## src/rtl/sdram_pkg.sv

```systemverilog
// Shared types and helpers for the SDRAM word adapter and future byte-lane users.
package sdram_pkg;

  localparam int unsigned HALFWORD_W = 16;
  localparam int unsigned STRB_W     = 2;

  typedef enum logic [2:0] {
    IDLE,
    RD_ISSUE,
    RD_WAIT,
    MERGE,
    WR_ISSUE,
    WR_GUARD,
    NEXT,
    RESP
  } adapter_state_t;

  // Each byte lane takes the write byte when its strobe is set, else keeps the read byte.
  function automatic logic [HALFWORD_W-1:0] byte_merge(
    input logic [HALFWORD_W-1:0] rd_half,
    input logic [HALFWORD_W-1:0] wr_half,
    input logic [STRB_W-1:0]     strb
  );
    logic [HALFWORD_W-1:0] merged;
    merged[7:0]  = strb[0] ? wr_half[7:0]  : rd_half[7:0];
    merged[15:8] = strb[1] ? wr_half[15:8] : rd_half[15:8];
    return merged;
  endfunction

endpackage

```

## src/rtl/sdram_word_adapter_if.sv

```systemverilog
// Request/response bus between the AXI-Lite SDRAM shim and the word adapter.
interface sdram_word_adapter_if #(
  parameter int unsigned ADDR_WIDTH = 25
);

  logic                  req_valid;
  logic                  req_ready;
  logic                  req_write;
  logic                  req_size;
  logic [ADDR_WIDTH-1:0] req_addr;
  logic [31:0]           req_wdata;
  logic [3:0]            req_wstrb;
  logic                  resp_valid;
  logic                  resp_ready;
  logic [31:0]           resp_rdata;
  logic                  resp_err;

  modport master (
    output req_valid, req_write, req_size, req_addr, req_wdata, req_wstrb, resp_ready,
    input  req_ready, resp_valid, resp_rdata, resp_err
  );

  modport slave (
    input  req_valid, req_write, req_size, req_addr, req_wdata, req_wstrb, resp_ready,
    output req_ready, resp_valid, resp_rdata, resp_err
  );

endinterface

```

## src/rtl/sdram_beat_merge.sv

```systemverilog
// Combinational byte merge of a read halfword with a partially strobed write halfword.
module sdram_beat_merge
  import sdram_pkg::*;
(
  input  logic [HALFWORD_W-1:0] rd_half,
  input  logic [HALFWORD_W-1:0] wr_half,
  input  logic [STRB_W-1:0]     strb,
  output logic [HALFWORD_W-1:0] merged_c
);

  assign merged_c = byte_merge(rd_half, wr_half, strb);

endmodule

```

## src/rtl/sdram_word_adapter.sv

```systemverilog
// Splits word/halfword requests into 16-bit sdram_controller beats, with
// read-modify-write for single-byte strobes and one response per request.
module sdram_word_adapter
  import sdram_pkg::*;
#(
  parameter int unsigned ADDR_WIDTH     = 25,
  parameter int unsigned TIMEOUT_CYCLES = 1024
) (
  input  logic                  clk,
  input  logic                  rst,
  sdram_word_adapter_if.slave   host,
  output logic [ADDR_WIDTH-2:0] wr_addr,
  output logic [15:0]           wr_data,
  output logic                  wr_enable,
  output logic [ADDR_WIDTH-2:0] rd_addr,
  output logic                  rd_enable,
  input  logic [15:0]           rd_data,
  input  logic                  rd_ready,
  input  logic                  busy
);

  localparam int unsigned HW_AW = ADDR_WIDTH - 1;
  localparam int unsigned CNT_W = $clog2(TIMEOUT_CYCLES + 1);
  localparam logic [CNT_W-1:0] CNT_LAST = CNT_W'(TIMEOUT_CYCLES - 1);

  adapter_state_t        state_q, state_d;
  logic                  beat_q, beat_d;
  logic [CNT_W-1:0]      cnt_q, cnt_d;
  logic                  lat_write_q, lat_write_d;
  logic                  lat_size_q, lat_size_d;
  logic [31:0]           lat_wdata_q, lat_wdata_d;
  logic [3:0]            lat_wstrb_q, lat_wstrb_d;
  logic [HW_AW-1:0]      hw_addr_q, hw_addr_d;
  logic [HALFWORD_W-1:0] wr_half_q, wr_half_d;
  logic [HALFWORD_W-1:0] rd_buf_q, rd_buf_d;

  logic                  req_ready_q, req_ready_d;
  logic                  resp_valid_q, resp_valid_d;
  logic                  resp_err_q, resp_err_d;
  logic [31:0]           resp_rdata_q, resp_rdata_d;
  logic [HW_AW-1:0]      wr_addr_q, wr_addr_d;
  logic [HALFWORD_W-1:0] wr_data_q, wr_data_d;
  logic                  wr_enable_q, wr_enable_d;
  logic [HW_AW-1:0]      rd_addr_q, rd_addr_d;
  logic                  rd_enable_q, rd_enable_d;

  logic                  misaligned_c;
  logic [STRB_W-1:0]     beat_strb_c;
  logic [HALFWORD_W-1:0] merged_c;

  // Entry state for a beat: reads and partial writes start with a read, empty beats are skipped.
  function automatic adapter_state_t beat_entry(input logic write, input logic [STRB_W-1:0] strb);
    adapter_state_t st;
    if (!write)              st = RD_ISSUE;
    else if (strb == 2'b11)  st = WR_ISSUE;
    else if (strb == 2'b00)  st = NEXT;
    else                     st = RD_ISSUE;
    return st;
  endfunction

  assign misaligned_c = host.req_size ? (host.req_addr[1:0] != 2'b00) : host.req_addr[0];
  assign beat_strb_c  = beat_q ? lat_wstrb_q[3:2] : lat_wstrb_q[1:0];

  sdram_beat_merge u_merge (
    .rd_half  (rd_buf_q),
    .wr_half  (wr_half_q),
    .strb     (beat_strb_c),
    .merged_c (merged_c)
  );

  // Next-state and next-output logic.
  always_comb begin
    state_d      = state_q;
    beat_d       = beat_q;
    cnt_d        = cnt_q;
    lat_write_d  = lat_write_q;
    lat_size_d   = lat_size_q;
    lat_wdata_d  = lat_wdata_q;
    lat_wstrb_d  = lat_wstrb_q;
    hw_addr_d    = hw_addr_q;
    wr_half_d    = wr_half_q;
    rd_buf_d     = rd_buf_q;
    resp_err_d   = resp_err_q;
    resp_rdata_d = resp_rdata_q;
    wr_addr_d    = wr_addr_q;
    wr_data_d    = wr_data_q;
    rd_addr_d    = rd_addr_q;
    wr_enable_d  = 1'b0;
    rd_enable_d  = 1'b0;

    unique case (state_q)
      IDLE: begin
        if (host.req_valid && host.req_ready) begin
          lat_write_d  = host.req_write;
          lat_size_d   = host.req_size;
          lat_wdata_d  = host.req_wdata;
          lat_wstrb_d  = host.req_wstrb;
          hw_addr_d    = host.req_addr[ADDR_WIDTH-1:1];
          wr_half_d    = host.req_wdata[15:0];
          beat_d       = 1'b0;
          resp_err_d   = 1'b0;
          resp_rdata_d = 32'h0;
          if (misaligned_c) begin
            resp_err_d = 1'b1;
            state_d    = RESP;
          end else begin
            state_d = beat_entry(host.req_write, host.req_wstrb[1:0]);
          end
        end
      end
      RD_ISSUE: begin
        if (!busy) begin
          rd_enable_d = 1'b1;
          rd_addr_d   = hw_addr_q;
          cnt_d       = '0;
          state_d     = RD_WAIT;
        end
      end
      RD_WAIT: begin
        // Data arriving on the expiry cycle still wins over the timeout.
        if (rd_ready) begin
          if (lat_write_q) begin
            rd_buf_d = rd_data;
            state_d  = MERGE;
          end else begin
            if (beat_q) resp_rdata_d[31:16] = rd_data;
            else        resp_rdata_d[15:0]  = rd_data;
            state_d = NEXT;
          end
        end else if (cnt_q == CNT_LAST) begin
          resp_err_d = 1'b1;
          state_d    = RESP;
        end else begin
          cnt_d = cnt_q + CNT_W'(1);
        end
      end
      MERGE: begin
        wr_half_d = merged_c;
        state_d   = WR_ISSUE;
      end
      WR_ISSUE: begin
        if (!busy) begin
          wr_enable_d = 1'b1;
          wr_addr_d   = hw_addr_q;
          wr_data_d   = wr_half_q;
          state_d     = WR_GUARD;
        end
      end
      WR_GUARD: state_d = NEXT;
      NEXT: begin
        if (lat_size_q && !beat_q) begin
          beat_d    = 1'b1;
          hw_addr_d = hw_addr_q + HW_AW'(1);
          wr_half_d = lat_wdata_q[31:16];
          state_d   = beat_entry(lat_write_q, lat_wstrb_q[3:2]);
        end else begin
          state_d = RESP;
        end
      end
      RESP: begin
        if (host.resp_ready) state_d = IDLE;
      end
      default: state_d = IDLE;
    endcase

    resp_valid_d = (state_d == RESP);
    req_ready_d  = (state_d == IDLE);
  end

  always_ff @(posedge clk or posedge rst) begin
    if (rst) begin
      state_q      <= IDLE;
      beat_q       <= 1'b0;
      cnt_q        <= '0;
      lat_write_q  <= 1'b0;
      lat_size_q   <= 1'b0;
      lat_wdata_q  <= 32'h0;
      lat_wstrb_q  <= 4'h0;
      hw_addr_q    <= '0;
      wr_half_q    <= '0;
      rd_buf_q     <= '0;
      req_ready_q  <= 1'b1;
      resp_valid_q <= 1'b0;
      resp_err_q   <= 1'b0;
      resp_rdata_q <= 32'h0;
      wr_addr_q    <= '0;
      wr_data_q    <= '0;
      wr_enable_q  <= 1'b0;
      rd_addr_q    <= '0;
      rd_enable_q  <= 1'b0;
    end else begin
      state_q      <= state_d;
      beat_q       <= beat_d;
      cnt_q        <= cnt_d;
      lat_write_q  <= lat_write_d;
      lat_size_q   <= lat_size_d;
      lat_wdata_q  <= lat_wdata_d;
      lat_wstrb_q  <= lat_wstrb_d;
      hw_addr_q    <= hw_addr_d;
      wr_half_q    <= wr_half_d;
      rd_buf_q     <= rd_buf_d;
      req_ready_q  <= req_ready_d;
      resp_valid_q <= resp_valid_d;
      resp_err_q   <= resp_err_d;
      resp_rdata_q <= resp_rdata_d;
      wr_addr_q    <= wr_addr_d;
      wr_data_q    <= wr_data_d;
      wr_enable_q  <= wr_enable_d;
      rd_addr_q    <= rd_addr_d;
      rd_enable_q  <= rd_enable_d;
    end
  end

  assign host.req_ready  = req_ready_q;
  assign host.resp_valid = resp_valid_q;
  assign host.resp_err   = resp_err_q;
  assign host.resp_rdata = resp_rdata_q;
  assign wr_addr         = wr_addr_q;
  assign wr_data         = wr_data_q;
  assign wr_enable       = wr_enable_q;
  assign rd_addr         = rd_addr_q;
  assign rd_enable       = rd_enable_q;

endmodule

```

## src/flat_wrapper.sv

```systemverilog
// flat-port wrapper written by rule: the top's interface ports become plain ports
module sdram_word_adapter_flat import sdram_pkg::*;
#(
  parameter int unsigned ADDR_WIDTH     = 25,
  parameter int unsigned TIMEOUT_CYCLES = 1024
)
  (clk, rst, wr_addr, wr_data, wr_enable, rd_addr, rd_enable, rd_data, rd_ready, busy, host_req_valid, host_req_write, host_req_size, host_req_addr, host_req_wdata, host_req_wstrb, host_resp_ready, host_req_ready, host_resp_valid, host_resp_rdata, host_resp_err);
  sdram_word_adapter_if #(.ADDR_WIDTH(ADDR_WIDTH)) host_i ();
  input  logic clk;
  input  logic rst;
  output logic [ADDR_WIDTH-2:0] wr_addr;
  output logic [15:0] wr_data;
  output logic wr_enable;
  output logic [ADDR_WIDTH-2:0] rd_addr;
  output logic rd_enable;
  input  logic [15:0] rd_data;
  input  logic rd_ready;
  input  logic busy;
  input wire logic [$bits(host_i.req_valid)-1:0] host_req_valid;
  input wire logic [$bits(host_i.req_write)-1:0] host_req_write;
  input wire logic [$bits(host_i.req_size)-1:0] host_req_size;
  input wire logic [$bits(host_i.req_addr)-1:0] host_req_addr;
  input wire logic [$bits(host_i.req_wdata)-1:0] host_req_wdata;
  input wire logic [$bits(host_i.req_wstrb)-1:0] host_req_wstrb;
  input wire logic [$bits(host_i.resp_ready)-1:0] host_resp_ready;
  output wire logic [$bits(host_i.req_ready)-1:0] host_req_ready;
  output wire logic [$bits(host_i.resp_valid)-1:0] host_resp_valid;
  output wire logic [$bits(host_i.resp_rdata)-1:0] host_resp_rdata;
  output wire logic [$bits(host_i.resp_err)-1:0] host_resp_err;
  assign host_i.req_valid = host_req_valid;
  assign host_i.req_write = host_req_write;
  assign host_i.req_size = host_req_size;
  assign host_i.req_addr = host_req_addr;
  assign host_i.req_wdata = host_req_wdata;
  assign host_i.req_wstrb = host_req_wstrb;
  assign host_i.resp_ready = host_resp_ready;
  assign host_req_ready = host_i.req_ready;
  assign host_resp_valid = host_i.resp_valid;
  assign host_resp_rdata = host_i.resp_rdata;
  assign host_resp_err = host_i.resp_err;
  sdram_word_adapter #(.ADDR_WIDTH(ADDR_WIDTH), .TIMEOUT_CYCLES(TIMEOUT_CYCLES)) u_core (.clk(clk), .rst(rst), .host(host_i), .wr_addr(wr_addr), .wr_data(wr_data), .wr_enable(wr_enable), .rd_addr(rd_addr), .rd_enable(rd_enable), .rd_data(rd_data), .rd_ready(rd_ready), .busy(busy));
endmodule
```

## config.mk

```make
export PLATFORM = sky130hd
export DESIGN_NAME = sdram_word_adapter_flat
export DESIGN_NICKNAME = d
export VERILOG_FILES = /design/src/rtl/sdram_pkg.sv /design/src/rtl/sdram_word_adapter_if.sv /design/src/rtl/sdram_beat_merge.sv /design/src/rtl/sdram_word_adapter.sv /design/src/flat_wrapper.sv
export SDC_FILE = /design/constraint.sdc
export NUM_CORES = 1
export LEC_CHECK = 0
export CAP_MARGIN = 30
export CORE_MARGIN = 5
export CORE_UTILIZATION = 45
export DETAILED_ROUTE_END_ITERATION = 7
export PLACE_DENSITY = 0.73
export SKIP_CTS_REPAIR_TIMING = 1
export SYNTH_ARGS = -nofsm -noshare
export SYNTH_HDL_FRONTEND = slang
export SYNTH_SLANG_ARGS = --single-unit
export TNS_END_PERCENT = 5
```

## constraint.sdc

```tcl
create_clock -name clk -period 6.45 [get_ports clk]
set_clock_uncertainty 0.2 [all_clocks]
set_input_delay 0.645 -clock clk [delete_from_list [all_inputs] [get_ports clk]]
set_output_delay 0.645 -clock clk [all_outputs]
set_load 0.05 [all_outputs]
```

==> run_summary.xml, run 1 <==
<?xml version="1.0" encoding="UTF-8"?>
<metrics>
  <group name="critical_path">
    <metric name="critPathTopFamily" unit="">simple AND/OR/NAND/NOR gates</metric>
    <metric name="r2r.worst_path.cells" unit="">4</metric>
    <metric name="crit_path_max_incr_delay" unit="ps">1040</metric>
    <metric name="crit_slowest_cell" unit="">sky130_fd_sc_hd__nor2_1</metric>
    <metric name="critPathMaxFanout" unit="">24</metric>
    <metric name="ff2ff_setup_slack" unit="ps">2890</metric>
    <metric name="critical_path_class" unit="">reg2reg</metric>
    <metric name="timing.rr.start" unit="">u_core.state_q[1]</metric>
    <metric name="startpoint_type" unit="">flip-flop</metric>
    <metric name="timing.rr.end" unit="">u_core.wr_half_q[0]</metric>
    <metric name="critPathCaptureType" unit="">flip-flop</metric>
    <metric name="worstPathCellList" unit="">nand3b_1 &gt; nor2_1 &gt; o221a_2 &gt; mux2i_1</metric>
    <metric name="crit_buf_inv" unit="">0</metric>
    <metric name="crit_arrival" unit="ps">3710</metric>
    <metric name="critPathRequiredTime" unit="ps">6600</metric>
    <metric name="critical_path_cell_count" unit="">4</metric>
    <metric name="critPathLaunch" unit="">u_core.state_q[1]</metric>
  </group>
  <group name="grt">
    <metric name="use_met1" unit="%">30.7</metric>
    <metric name="gr-max-usage-layer" unit="">met2</metric>
    <metric name="globalRouteTotalUtil" unit="%">21.7</metric>
    <metric name="grt_pass1_vias" unit="">7115</metric>
    <metric name="grt_max_degree" unit="">140</metric>
    <metric name="use_met3" unit="%">4.18</metric>
    <metric name="grt_overflow" unit="">0</metric>
    <metric name="wire_length_of_the_first_global_routing_pass" unit="mm">38.5</metric>
    <metric name="grt_antenna_before_repair" unit="">0</metric>
    <metric name="use_met2" unit="%">32.8</metric>
  </group>
  <group name="power">
    <metric name="share_comb_of_total_power" unit="%">43.2</metric>
    <metric name="seqPwrFrac" unit="%">37.2</metric>
    <metric name="p_int" unit="uW">2980</metric>
    <metric name="p_clk_share" unit="%">19.6</metric>
    <metric name="power.switching" unit="uW">2310</metric>
    <metric name="leakagePower" unit="uW">0.00513</metric>
    <metric name="powerDensity" unit="nW/um2">458</metric>
    <metric name="power.switching_fraction" unit="%">43.6</metric>
    <metric name="sum_of_internal_switching_and_leakage_power" unit="uW">5290</metric>
    <metric name="vdd_drop_max" unit="mV">0.241</metric>
  </group>
  <group name="final_layout">
    <metric name="final_cells" unit="">1308</metric>
    <metric name="layout.nets" unit="">1117</metric>
    <metric name="synthToLayoutAreaGrowth" unit="%">30.6</metric>
    <metric name="mostFrequentLayoutCell" unit="">sky130_fd_sc_hd__nand2_1</metric>
    <metric name="mostFrequentLayoutCells" unit="">203 x sky130_fd_sc_hd__nand2_1, 193 x sky130_fd_sc_hd__dfrtp_1, 185 x sky130_fd_sc_hd__clkdlybuf4s50_1, 55 x sky130_fd_sc_hd__mux2_2, 46 x sky130_fd_sc_hd__o21ai_0</metric>
    <metric name="layout-drive-gt1-share" unit="%">11.0</metric>
    <metric name="finalCoreUtilization" unit="%">59.6</metric>
  </group>
  <group name="sta">
    <metric name="setup_violations" unit="">0</metric>
    <metric name="finalWorstPathRequiredPeriod" unit="ps">3560</metric>
    <metric name="maxSlewViolCount" unit="">0</metric>
    <metric name="rsz0062_at_grt" unit="">no</metric>
    <metric name="max_slew_headroom_at_the_worst_pin" unit="%">24.0</metric>
    <metric name="finalHoldViolations" unit="">0</metric>
    <metric name="layout_worst_path_cycle_share" unit="%">55.1</metric>
    <metric name="worst-slew-pin-transition" unit="ps">1140</metric>
    <metric name="fin_setup_tns" unit="ps">0</metric>
    <metric name="max_freq" unit="GHz">0.281</metric>
  </group>
  <group name="floorplanning">
    <metric name="io-pin-count" unit="">186</metric>
    <metric name="placementRows" unit="">51</metric>
    <metric name="design.die.area" unit="um2">22600</metric>
    <metric name="core_area" unit="um2">19400</metric>
    <metric name="floorplan.die.width" unit="um">150</metric>
    <metric name="die_height" unit="um">150</metric>
    <metric name="floorplan.initialDensity" unit="%">45.6</metric>
  </group>
  <group name="clock_network">
    <metric name="cts_htree_levels" unit="">4</metric>
    <metric name="numClockSinks" unit="">194</metric>
    <metric name="worst_setup_hold_path_clk_slew" unit="ps">80</metric>
    <metric name="total_cts_buffers" unit="">17</metric>
    <metric name="clock-root-buffer" unit="">sky130_fd_sc_hd__clkbuf_16</metric>
    <metric name="cts_tree" unit="">yes</metric>
    <metric name="clock_insertion_delay_worst_skew" unit="ps">430</metric>
    <metric name="clock_tree.buffer_depth" unit="">2</metric>
  </group>
  <group name="synthesis">
    <metric name="netlist_area" unit="um2">8850</metric>
    <metric name="synth_flop_cell" unit="">sky130_fd_sc_hd__dfrtp_1</metric>
    <metric name="synth_enable_flop_cells" unit="">0</metric>
    <metric name="synth-seq-cells" unit="">194</metric>
    <metric name="synth_warnings" unit="">0</metric>
    <metric name="synth_fp_nets" unit="">959</metric>
    <metric name="synth_cell_type_count" unit="">59</metric>
    <metric name="seq_area_frac_synth" unit="%">54.9</metric>
    <metric name="async_reset_ff_share" unit="%">100</metric>
    <metric name="postSynthAreaPerCell" unit="um2">10.2</metric>
    <metric name="postSynthCellCount" unit="">870</metric>
  </group>
  <group name="placement">
    <metric name="dp_hpwl" unit="mm">17.0</metric>
    <metric name="dp.cells" unit="">1273</metric>
    <metric name="routabilityCongestion" unit="">0.875</metric>
    <metric name="port_buffers" unit="">185</metric>
  </group>
  <group name="worst_hold_path">
    <metric name="hold_path_cell_cnt" unit="">2</metric>
    <metric name="min_delay_worst_endpoint" unit="">u_core.rd_addr[10]</metric>
    <metric name="holdCritStartpoint" unit="">u_core.rd_addr[10]</metric>
    <metric name="hp-class" unit="">reg2reg</metric>
  </group>
  <group name="route">
    <metric name="wire_per_inst" unit="um">18.2</metric>
    <metric name="route.detailed.vias_per_inst" unit="">5.47</metric>
    <metric name="route.vias.total" unit="">7157</metric>
    <metric name="total_wirelength_of_the_detailed_routed_design" unit="mm">23.8</metric>
    <metric name="drt_drc_violations_left" unit="">0</metric>
    <metric name="drt_iter0_markers" unit="">713</metric>
    <metric name="first_pass_iters" unit="">5</metric>
    <metric name="detail-route-antenna-nets" unit="">0</metric>
  </group>
  <group name="outcome">
    <metric name="status" unit="">completed</metric>
  </group>
  <group name="run">
    <metric name="drv_cap" unit="">0</metric>
  </group>
</metrics>
routing by layer:
metal | wire [um] | vias up | part of all wire [%]
li1 | - | 3389 | -
met2 | 11200 | 235 | 47
met1 | 10600 | 3489 | 45
met4 | 732 | 0 | 3.1
met5 | 0 | - | 0
met3 | 1320 | 44 | 5.5
registers in the layout (all words and copies together), names as in the netlist:
signal	count
u_core.wr_enable	1
u_core.lat_wdata_q	16
u_core.wr_addr	24
u_core.lat_size_q	1
u_core.wr_half_q	16
u_core.state_q	3
u_core.lat_wstrb_q	4
u_core.rd_buf_q	16
u_core.rd_addr	24
u_core.host.resp_rdata	32
u_core.hw_addr_q	24
u_core.lat_write_q	1
u_core.beat_q	1
u_core.rd_enable	1
u_core.cnt_q	11
u_core.host.resp_err	1
u_core.host.resp_valid	1
u_core.wr_data	16
u_core.host.req_ready	1
power by group through the flow:
| stage | Sequential [uW] | Combinational [uW] | Clock [uW] |
|---|---|---|---|
| after global routing | 2030 | 2440 | 1110 |
| after global placement | 1970 | 2250 | 0 |
| final | 1970 | 2290 | 1040 |
| after CTS | 1960 | 2300 | 1050 |
| after detailed placement | 1980 | 2290 | 0 |
| after floorplan | 2590 | 894 | 0 |
synthesized netlist by cell type, drive strengths merged (3+ instances only):
library cell	n	area, um2
a211oi	24	180
a21oi	33	165
a22o	16	140
a311oi	9	78.8
a31oi	3	18.8
a32oi	3	26.3
and3	19	119
and3b	3	26.3
and4	5	43.8
buf	17	85.1
clkbuf	43	163
dfrtp	193	4830
ha	4	50.1
inv	29	109
mux2	58	653
mux2i	25	250
nand2	203	762
nand2b	7	43.8
nand3	19	95.1
nand3b	3	22.5
nand4	13	81.3
nor2	15	56.3
nor2b	4	25.0
nor3	12	60.1
nor3b	4	30.0
nor4	11	75.1
o21ai	48	240
o311a	4	40.0
o31ai	6	45.0
or4	7	52.6
worst max-delay path by stage:
stage | to | slack [ps]
3_3_place_gp | u_core.wr_half_q[1] | 3050
5_1_grt | u_core.wr_half_q[1] | 2620
6_report | u_core.wr_half_q[0] | 2890
3_5_place_dp | u_core.wr_half_q[0] | 2940
2_1_floorplan | u_core.beat_q | 320
4_1_cts | u_core.wr_half_q[0] | 2920
logic make-up (layout without fill, tap and decap cells):
family | after synthesis | count (layout) | share of synthesized area, %
simple gates | 336 | 336 | 17.9
flops | 194 | 194 | 54.9
compound gates | 164 | 164 | 12.4
buf+inv | 89 | 260 | 4.03
mux | 83 | 83 | 10.2
fa+ha+maj | 4 | 4 | 0.566
other cells | 0 | 2 | 0
stage by stage:
| stage | instance area (um2) | hold slack [ps] | setup WS, ps |
|---|---|---|---|
| after floorplan | 8850 | 246 | 323 |
| after global placement | 10900 | 257 | 3050 |
| after detailed placement | 10900 | 262 | 2940 |
| after CTS | 11500 | 281 | 2920 |
| after global routing | 11600 | 308 | 2620 |
| final | 11600 | 274 | 2890 |
final cells by class:
class                   count  area, um2
flip-flops and latches    194       4860
well taps                 265        332
multi-input cells         587       3660
clock buffers              17        425
diodes                      2       5.00
repair buffers            199       2000
fillers                  1634       7840
inverters                  29        116
clock inverters            15        164
worst reg2reg max path, cell delays in order, from the launching register on:
cell,delay (ps)
sky130_fd_sc_hd__dfrtp_1,690
sky130_fd_sc_hd__nand3b_1,790
sky130_fd_sc_hd__nor2_1,1040
sky130_fd_sc_hd__o221a_2,530
sky130_fd_sc_hd__mux2i_1,230
No activity file was read; power rests on OpenSTA's default activity.
==> inputs of run 2 (changes only) <==
==> constraint.sdc (replaced) <==
create_clock -name clk -period 3 [get_ports clk]
set_clock_uncertainty 0.2 [all_clocks]
set_input_delay 0.3 -clock clk [delete_from_list [all_inputs] [get_ports clk]]
set_output_delay 0.3 -clock clk [all_outputs]
set_load 0.05 [all_outputs]
==> run_summary.xml, run 2 (synthesized netlist as in run 1, its figures left out) <==
<?xml version="1.0" encoding="UTF-8"?>
<metrics>
  <group name="outcome">
    <metric name="status" unit="">completed</metric>
  </group>
  <group name="critical_path">
    <metric name="critPathMaxFanout" unit="">14</metric>
    <metric name="critical_path_cell_count" unit="">4</metric>
    <metric name="critPathTopFamily" unit="">compound AO/OA/AOI/OAI gates</metric>
    <metric name="startpoint_type" unit="">flip-flop</metric>
    <metric name="critical_path_class" unit="">reg2reg</metric>
    <metric name="worstPathCellList" unit="">nor2_1 &gt; a22oi_1 &gt; nor2_1 &gt; a311oi_1</metric>
    <metric name="crit_slowest_cell" unit="">sky130_fd_sc_hd__a22oi_1</metric>
    <metric name="r2r.worst_path.cells" unit="">4</metric>
    <metric name="ff2ff_setup_slack" unit="ps">400</metric>
    <metric name="critPathCaptureType" unit="">flip-flop</metric>
    <metric name="timing.rr.end" unit="">u_core.hw_addr_q[15]</metric>
    <metric name="crit_buf_inv" unit="">0</metric>
    <metric name="timing.rr.start" unit="">u_core.state_q[2]</metric>
    <metric name="critPathRequiredTime" unit="ps">3140</metric>
    <metric name="crit_top_cell" unit="">sky130_fd_sc_hd__nor2_1</metric>
    <metric name="crit_path_max_incr_delay" unit="ps">970</metric>
    <metric name="crit_arrival" unit="ps">2750</metric>
  </group>
  <group name="placement">
    <metric name="port_buffers" unit="">185</metric>
    <metric name="dp_hpwl" unit="mm">17.0</metric>
    <metric name="routabilityCongestion" unit="">0.841</metric>
    <metric name="detailedPlace.worstSlack" unit="ps">221</metric>
  </group>
  <group name="worst_hold_path">
    <metric name="hp-class" unit="">in2async</metric>
  </group>
  <group name="grt">
    <metric name="grt_pass1_vias" unit="">7181</metric>
    <metric name="globalRouteTotalUtil" unit="%">21.7</metric>
    <metric name="grt_antenna_before_repair" unit="">2</metric>
    <metric name="grt_overflow" unit="">0</metric>
    <metric name="wire_length_of_the_first_global_routing_pass" unit="mm">38.4</metric>
    <metric name="grt_max_degree" unit="">94</metric>
  </group>
  <group name="route">
    <metric name="wire_per_inst" unit="um">18.0</metric>
    <metric name="wirelength_met1" unit="mm">10.9</metric>
    <metric name="total_wirelength_of_the_detailed_routed_design" unit="mm">23.9</metric>
    <metric name="drt_iter0_markers" unit="">516</metric>
    <metric name="met2_length" unit="mm">10.9</metric>
    <metric name="detail-route-antenna-nets" unit="">0</metric>
    <metric name="met3_wirelength" unit="mm">1.41</metric>
    <metric name="route.vias.total" unit="">7182</metric>
    <metric name="first_pass_iters" unit="">5</metric>
    <metric name="top_signal_layer_used" unit="">met4</metric>
    <metric name="drt_drc_violations_left" unit="">0</metric>
    <metric name="route.detailed.vias_per_inst" unit="">5.42</metric>
  </group>
  <group name="power">
    <metric name="powerDensity" unit="nW/um2">991</metric>
    <metric name="vdd_drop_max" unit="mV">0.498</metric>
    <metric name="leakagePower" unit="uW">0.00522</metric>
  </group>
  <group name="final_layout">
    <metric name="synthToLayoutAreaGrowth" unit="%">32.4</metric>
    <metric name="layout.nets" unit="">1132</metric>
    <metric name="multiInputGateArea" unit="um2">3660</metric>
    <metric name="largest_register_ffs" unit="">32</metric>
    <metric name="finalCoreUtilization" unit="%">60.4</metric>
    <metric name="mostFrequentLayoutCells" unit="">203 x sky130_fd_sc_hd__nand2_1, 193 x sky130_fd_sc_hd__dfrtp_1, 185 x sky130_fd_sc_hd__clkdlybuf4s50_1, 55 x sky130_fd_sc_hd__mux2_2, 46 x sky130_fd_sc_hd__o21ai_0</metric>
    <metric name="mostFrequentLayoutCell" unit="">sky130_fd_sc_hd__nand2_1</metric>
    <metric name="ff_latch_area" unit="um2">4860</metric>
    <metric name="fillers" unit="">1687</metric>
    <metric name="layout-drive-gt1-share" unit="%">12.2</metric>
  </group>
  <group name="floorplanning">
    <metric name="io-pin-count" unit="">186</metric>
    <metric name="floorplan.die.width" unit="um">150</metric>
    <metric name="floorplan.initialDensity" unit="%">45.6</metric>
    <metric name="design.die.area" unit="um2">22600</metric>
    <metric name="core_area" unit="um2">19400</metric>
    <metric name="die_height" unit="um">150</metric>
    <metric name="placementRows" unit="">51</metric>
  </group>
  <group name="clock_network">
    <metric name="numClockSinks" unit="">194</metric>
    <metric name="cts_htree_levels" unit="">4</metric>
    <metric name="clock-root-buffer" unit="">sky130_fd_sc_hd__clkbuf_16</metric>
    <metric name="clock_insertion_delay_worst_skew" unit="ps">440</metric>
    <metric name="total_cts_buffers" unit="">17</metric>
    <metric name="clock_tree.buffer_depth" unit="">2</metric>
    <metric name="cts_tree" unit="">yes</metric>
    <metric name="worst_setup_hold_path_clk_slew" unit="ps">80</metric>
  </group>
  <group name="sta">
    <metric name="max_slew_headroom_at_the_worst_pin" unit="%">21.9</metric>
    <metric name="fin_ws" unit="ps">395</metric>
    <metric name="maxSlewViolCount" unit="">0</metric>
    <metric name="rsz0062_at_grt" unit="">no</metric>
    <metric name="max_freq" unit="GHz">0.384</metric>
    <metric name="layout_worst_path_cycle_share" unit="%">86.8</metric>
    <metric name="finalWorstPathRequiredPeriod" unit="ps">2600</metric>
    <metric name="setup_violations" unit="">0</metric>
    <metric name="finalHoldViolations" unit="">0</metric>
    <metric name="worst-slew-pin-transition" unit="ps">1170</metric>
  </group>
  <group name="run">
    <metric name="drv_cap" unit="">0</metric>
  </group>
</metrics>
run 2: worst max-delay path by stage:
| stage | from | endpoint | slack [ps] |
|---|---|---|---|
| finish | u_core.state_q[2] | u_core.hw_addr_q[15] | 400 |
| global route | u_core.state_q[2] | u_core.hw_addr_q[17] | 180 |
| CTS | u_core.state_q[2] | u_core.hw_addr_q[15] | 410 |
| floorplan | rst | u_core.beat_q | -4 |
| global placement | host_req_valid | u_core.hw_addr_q[15] | 340 |
| detailed placement | host_req_valid | u_core.hw_addr_q[15] | 220 |
run 2: where the power goes:
part	total [uW]	internal (uW)	switching, uW
Combinational	4990	1870	3120
Sequential	4180	3470	710
Clock	2440	1290	1140
run 2: metal layers:
layer / vias up / track usage [%]
met3: 47 / 5.03
met5: - / 0
met1: 3492 / 31.2
met2: 211 / 31.7
met4: 0 / 8.83
li1: 3432 / -
run 2: final cells by class:
cell class,count,share of cell area (%)
clock buffer,17,3.63
multi-input combinational,587,31.2
sequential,194,41.4
tap,265,2.83
clock inverter,15,1.79
antenna,3,0.0641
inverter,29,0.961
timing repair buffer,214,18.0
run 2: worst register-to-register path, stage by stage (launching register included):
cell	delay [ps]
sky130_fd_sc_hd__dfrtp_1	590
sky130_fd_sc_hd__nor2_1	230
sky130_fd_sc_hd__a22oi_1	970
sky130_fd_sc_hd__nor2_1	220
sky130_fd_sc_hd__a311oi_1	310
run 2: through the flow:
stage / hold slack (ps) / instances / total power (uW) / TNS [ps] / instance area [um2]
after floorplan: 205 / 870 / 7490 / -694 / 8850
after global placement: 256 / 1288 / 9120 / 0 / 11100
after detailed placement: 262 / 1289 / 9220 / 0 / 11100
after CTS: 133 / 1321 / 11700 / 0 / 11700
after global routing: 141 / 1323 / 12200 / 0 / 11700
final: 128 / 1324 / 11600 / 0 / 11700
==> inputs of run 3 (changes only) <==
--- a/config.mk
+++ b/config.mk
@@ -6,10 +6,12 @@
 export NUM_CORES = 1
 export LEC_CHECK = 0
 export CAP_MARGIN = 30
+export CELL_PAD_IN_SITES_DETAIL_PLACEMENT = 1
+export CELL_PAD_IN_SITES_GLOBAL_PLACEMENT = 1
 export CORE_MARGIN = 5
-export CORE_UTILIZATION = 45
+export CORE_UTILIZATION = 36
 export DETAILED_ROUTE_END_ITERATION = 7
-export PLACE_DENSITY = 0.73
+export PLACE_DENSITY = 0.75
 export SKIP_CTS_REPAIR_TIMING = 1
 export SYNTH_ARGS = -nofsm -noshare
 export SYNTH_HDL_FRONTEND = slang
==> run_summary.xml, run 3 (synthesized netlist as in run 1, its figures left out) <==
<?xml version="1.0" encoding="UTF-8"?>
<metrics>
  <group name="outcome">
    <metric name="status" unit="">completed</metric>
  </group>
  <group name="route">
    <metric name="wire_per_inst" unit="um">19.9</metric>
    <metric name="drt_drc_violations_left" unit="">0</metric>
    <metric name="drt_iter0_markers" unit="">416</metric>
    <metric name="detail-route-antenna-nets" unit="">0</metric>
    <metric name="route.vias.total" unit="">7411</metric>
    <metric name="route.detailed.vias_per_inst" unit="">5.34</metric>
    <metric name="first_pass_iters" unit="">4</metric>
    <metric name="total_wirelength_of_the_detailed_routed_design" unit="mm">27.6</metric>
  </group>
  <group name="clock_network">
    <metric name="total_cts_buffers" unit="">17</metric>
    <metric name="cts_tree" unit="">yes</metric>
    <metric name="worst_setup_hold_path_clk_slew" unit="ps">80</metric>
    <metric name="cts_htree_levels" unit="">4</metric>
    <metric name="clock_tree.buffer_depth" unit="">2</metric>
    <metric name="numClockSinks" unit="">194</metric>
    <metric name="clock_insertion_delay_worst_skew" unit="ps">430</metric>
    <metric name="clock-root-buffer" unit="">sky130_fd_sc_hd__clkbuf_16</metric>
  </group>
  <group name="power">
    <metric name="power.switching_fraction" unit="%">44.1</metric>
    <metric name="p_clk_share" unit="%">19.5</metric>
    <metric name="vdd_drop_max" unit="mV">0.420</metric>
    <metric name="seqPwrFrac" unit="%">36.6</metric>
    <metric name="powerDensity" unit="nW/um2">983</metric>
    <metric name="power.switching" unit="uW">5090</metric>
    <metric name="p_int" unit="uW">6470</metric>
    <metric name="share_comb_of_total_power" unit="%">43.9</metric>
    <metric name="leakagePower" unit="uW">0.00521</metric>
  </group>
  <group name="sta">
    <metric name="worst_hold_slack" unit="ps">108</metric>
    <metric name="max_slew_headroom_at_the_worst_pin" unit="%">17.5</metric>
    <metric name="fin_setup_tns" unit="ps">0</metric>
    <metric name="setup_violations" unit="">0</metric>
    <metric name="fin_ws" unit="ps">208</metric>
    <metric name="finalWorstPathRequiredPeriod" unit="ps">2790</metric>
    <metric name="rsz0062_at_grt" unit="">no</metric>
    <metric name="maxSlewViolCount" unit="">0</metric>
    <metric name="finalHoldViolations" unit="">0</metric>
    <metric name="worst-slew-pin-transition" unit="ps">1240</metric>
    <metric name="layout_worst_path_cycle_share" unit="%">93.1</metric>
    <metric name="max_freq" unit="GHz">0.358</metric>
  </group>
  <group name="final_layout">
    <metric name="final_cells" unit="">1387</metric>
    <metric name="design_area" unit="um2">11800</metric>
    <metric name="largest_register_ffs" unit="">32</metric>
    <metric name="ff_latch_area" unit="um2">4860</metric>
    <metric name="synthToLayoutAreaGrowth" unit="%">33.0</metric>
    <metric name="layout-drive-gt1-share" unit="%">12.5</metric>
    <metric name="fillers" unit="">2677</metric>
    <metric name="layout.nets" unit="">1135</metric>
    <metric name="mostFrequentLayoutCell" unit="">sky130_fd_sc_hd__nand2_1</metric>
    <metric name="mostFrequentLayoutCells" unit="">203 x sky130_fd_sc_hd__nand2_1, 193 x sky130_fd_sc_hd__dfrtp_1, 185 x sky130_fd_sc_hd__clkdlybuf4s50_1, 55 x sky130_fd_sc_hd__mux2_2, 46 x sky130_fd_sc_hd__o21ai_0</metric>
    <metric name="multiInputGateArea" unit="um2">3660</metric>
  </group>
  <group name="critical_path">
    <metric name="r2r.worst_path.cells" unit="">4</metric>
    <metric name="startpoint_type" unit="">flip-flop</metric>
    <metric name="critPathCaptureType" unit="">flip-flop</metric>
    <metric name="critPathMaxFanout" unit="">14</metric>
    <metric name="critical_path_class" unit="">reg2reg</metric>
    <metric name="critPathRequiredTime" unit="ps">3120</metric>
    <metric name="crit_arrival" unit="ps">2920</metric>
  </group>
  <group name="floorplanning">
    <metric name="core_area" unit="um2">24200</metric>
    <metric name="io-pin-count" unit="">186</metric>
    <metric name="floorplan.die.width" unit="um">167</metric>
    <metric name="design.die.area" unit="um2">27800</metric>
    <metric name="floorplan.initialDensity" unit="%">36.5</metric>
    <metric name="die_height" unit="um">167</metric>
    <metric name="placementRows" unit="">57</metric>
  </group>
  <group name="run">
    <metric name="drv_cap" unit="">0</metric>
  </group>
  <group name="placement">
    <metric name="routabilityCongestion" unit="">0.872</metric>
    <metric name="dp_hpwl" unit="mm">20.1</metric>
    <metric name="dp.cells" unit="">1351</metric>
    <metric name="dpl_cell_area" unit="um2">11200</metric>
    <metric name="port_buffers" unit="">185</metric>
    <metric name="detailedPlace.worstSlack" unit="ps">99.8</metric>
  </group>
  <group name="grt">
    <metric name="grt_max_degree" unit="">96</metric>
    <metric name="wire_length_of_the_first_global_routing_pass" unit="mm">44.1</metric>
    <metric name="grt_pass1_vias" unit="">7755</metric>
    <metric name="globalRouteTotalUtil" unit="%">19.7</metric>
    <metric name="grt_antenna_before_repair" unit="">4</metric>
    <metric name="grt_overflow" unit="">0</metric>
  </group>
  <group name="worst_hold_path">
    <metric name="hp-class" unit="">in2async</metric>
  </group>
</metrics>
-- run 3: cell count changes in the layout (fill, tap and decap cells not counted) --
cell / before / now
sky130_fd_sc_hd__inv_8: 6 / 4
sky130_fd_sc_hd__clkinv_2: 0 / 1
sky130_fd_sc_hd__bufinv_16: 2 / 0
sky130_fd_sc_hd__clkinvlp_4: 2 / 1
sky130_fd_sc_hd__clkinv_4: 2 / 3
sky130_fd_sc_hd__buf_4: 25 / 28
sky130_fd_sc_hd__diode_2: 3 / 4
sky130_fd_sc_hd__inv_6: 1 / 4
-- run 3: layer usage --
metal / track usage (%) / wire (um) / vias to the layer above
met3: 3.82 / 1220 / 43
met1: 26.5 / 12200 / 3734
met4: 7.36 / 752 / 0
met5: 0 / 0 / -
met2: 31.8 / 13300 / 191
li1: - / - / 3443
-- run 3: area by class of cell --
class                   count  share of cell area (%)
repair buffers            217                    18.2
clock inverters            15                    1.36
multi-input cells         587                    31.1
clock buffers              17                    3.62
inverters                  29                   0.957
well taps                 324                    3.45
flip-flops and latches    194                    41.3
diodes                      4                  0.0851
-- run 3: power by group through the flow --
stage          Combinational [uW]  Sequential, uW  Clock, uW
5_1_grt                      5410            4350       2450
2_1_floorplan                1920            5570          0
4_1_cts                      5130            4230       2310
3_5_place_dp                 5100            4270          0
3_3_place_gp                 4980            4220          0
6_report                     5080            4230       2250
-- run 3: per-stage QoR --
step | util (%) | power [uW]
after floorplan | - | 7490
after global placement | 46.0 | 9200
after detailed placement | 46.1 | 9370
after CTS | 48.5 | 11700
after global routing | 48.5 | 12200
final | 48.5 | 11600
-- run 3: final timing paths --
kind / startpoint / end / slack, ps
worst min-delay path: rst / u_core.wr_data[10] / 110
worst max-delay path: u_core.state_q[1] / u_core.hw_addr_q[15] / 210
max in group asynchronous: rst / u_core.lat_wdata_q[20] / 1960
min in group clk: host_req_wdata[19] / u_core.lat_wdata_q[19] / 200
worst min register to register: u_core.rd_addr[9] / u_core.rd_addr[9] / 280
worst max register to register: u_core.state_q[1] / u_core.hw_addr_q[15] / 210
-- run 3: critical path, cell delays in order, from the launching register on --
cell                       delay [ps]
sky130_fd_sc_hd__dfrtp_1          590
sky130_fd_sc_hd__and3b_1          330
sky130_fd_sc_hd__a22oi_1          990
sky130_fd_sc_hd__nor2_1           220
sky130_fd_sc_hd__a311oi_1         360
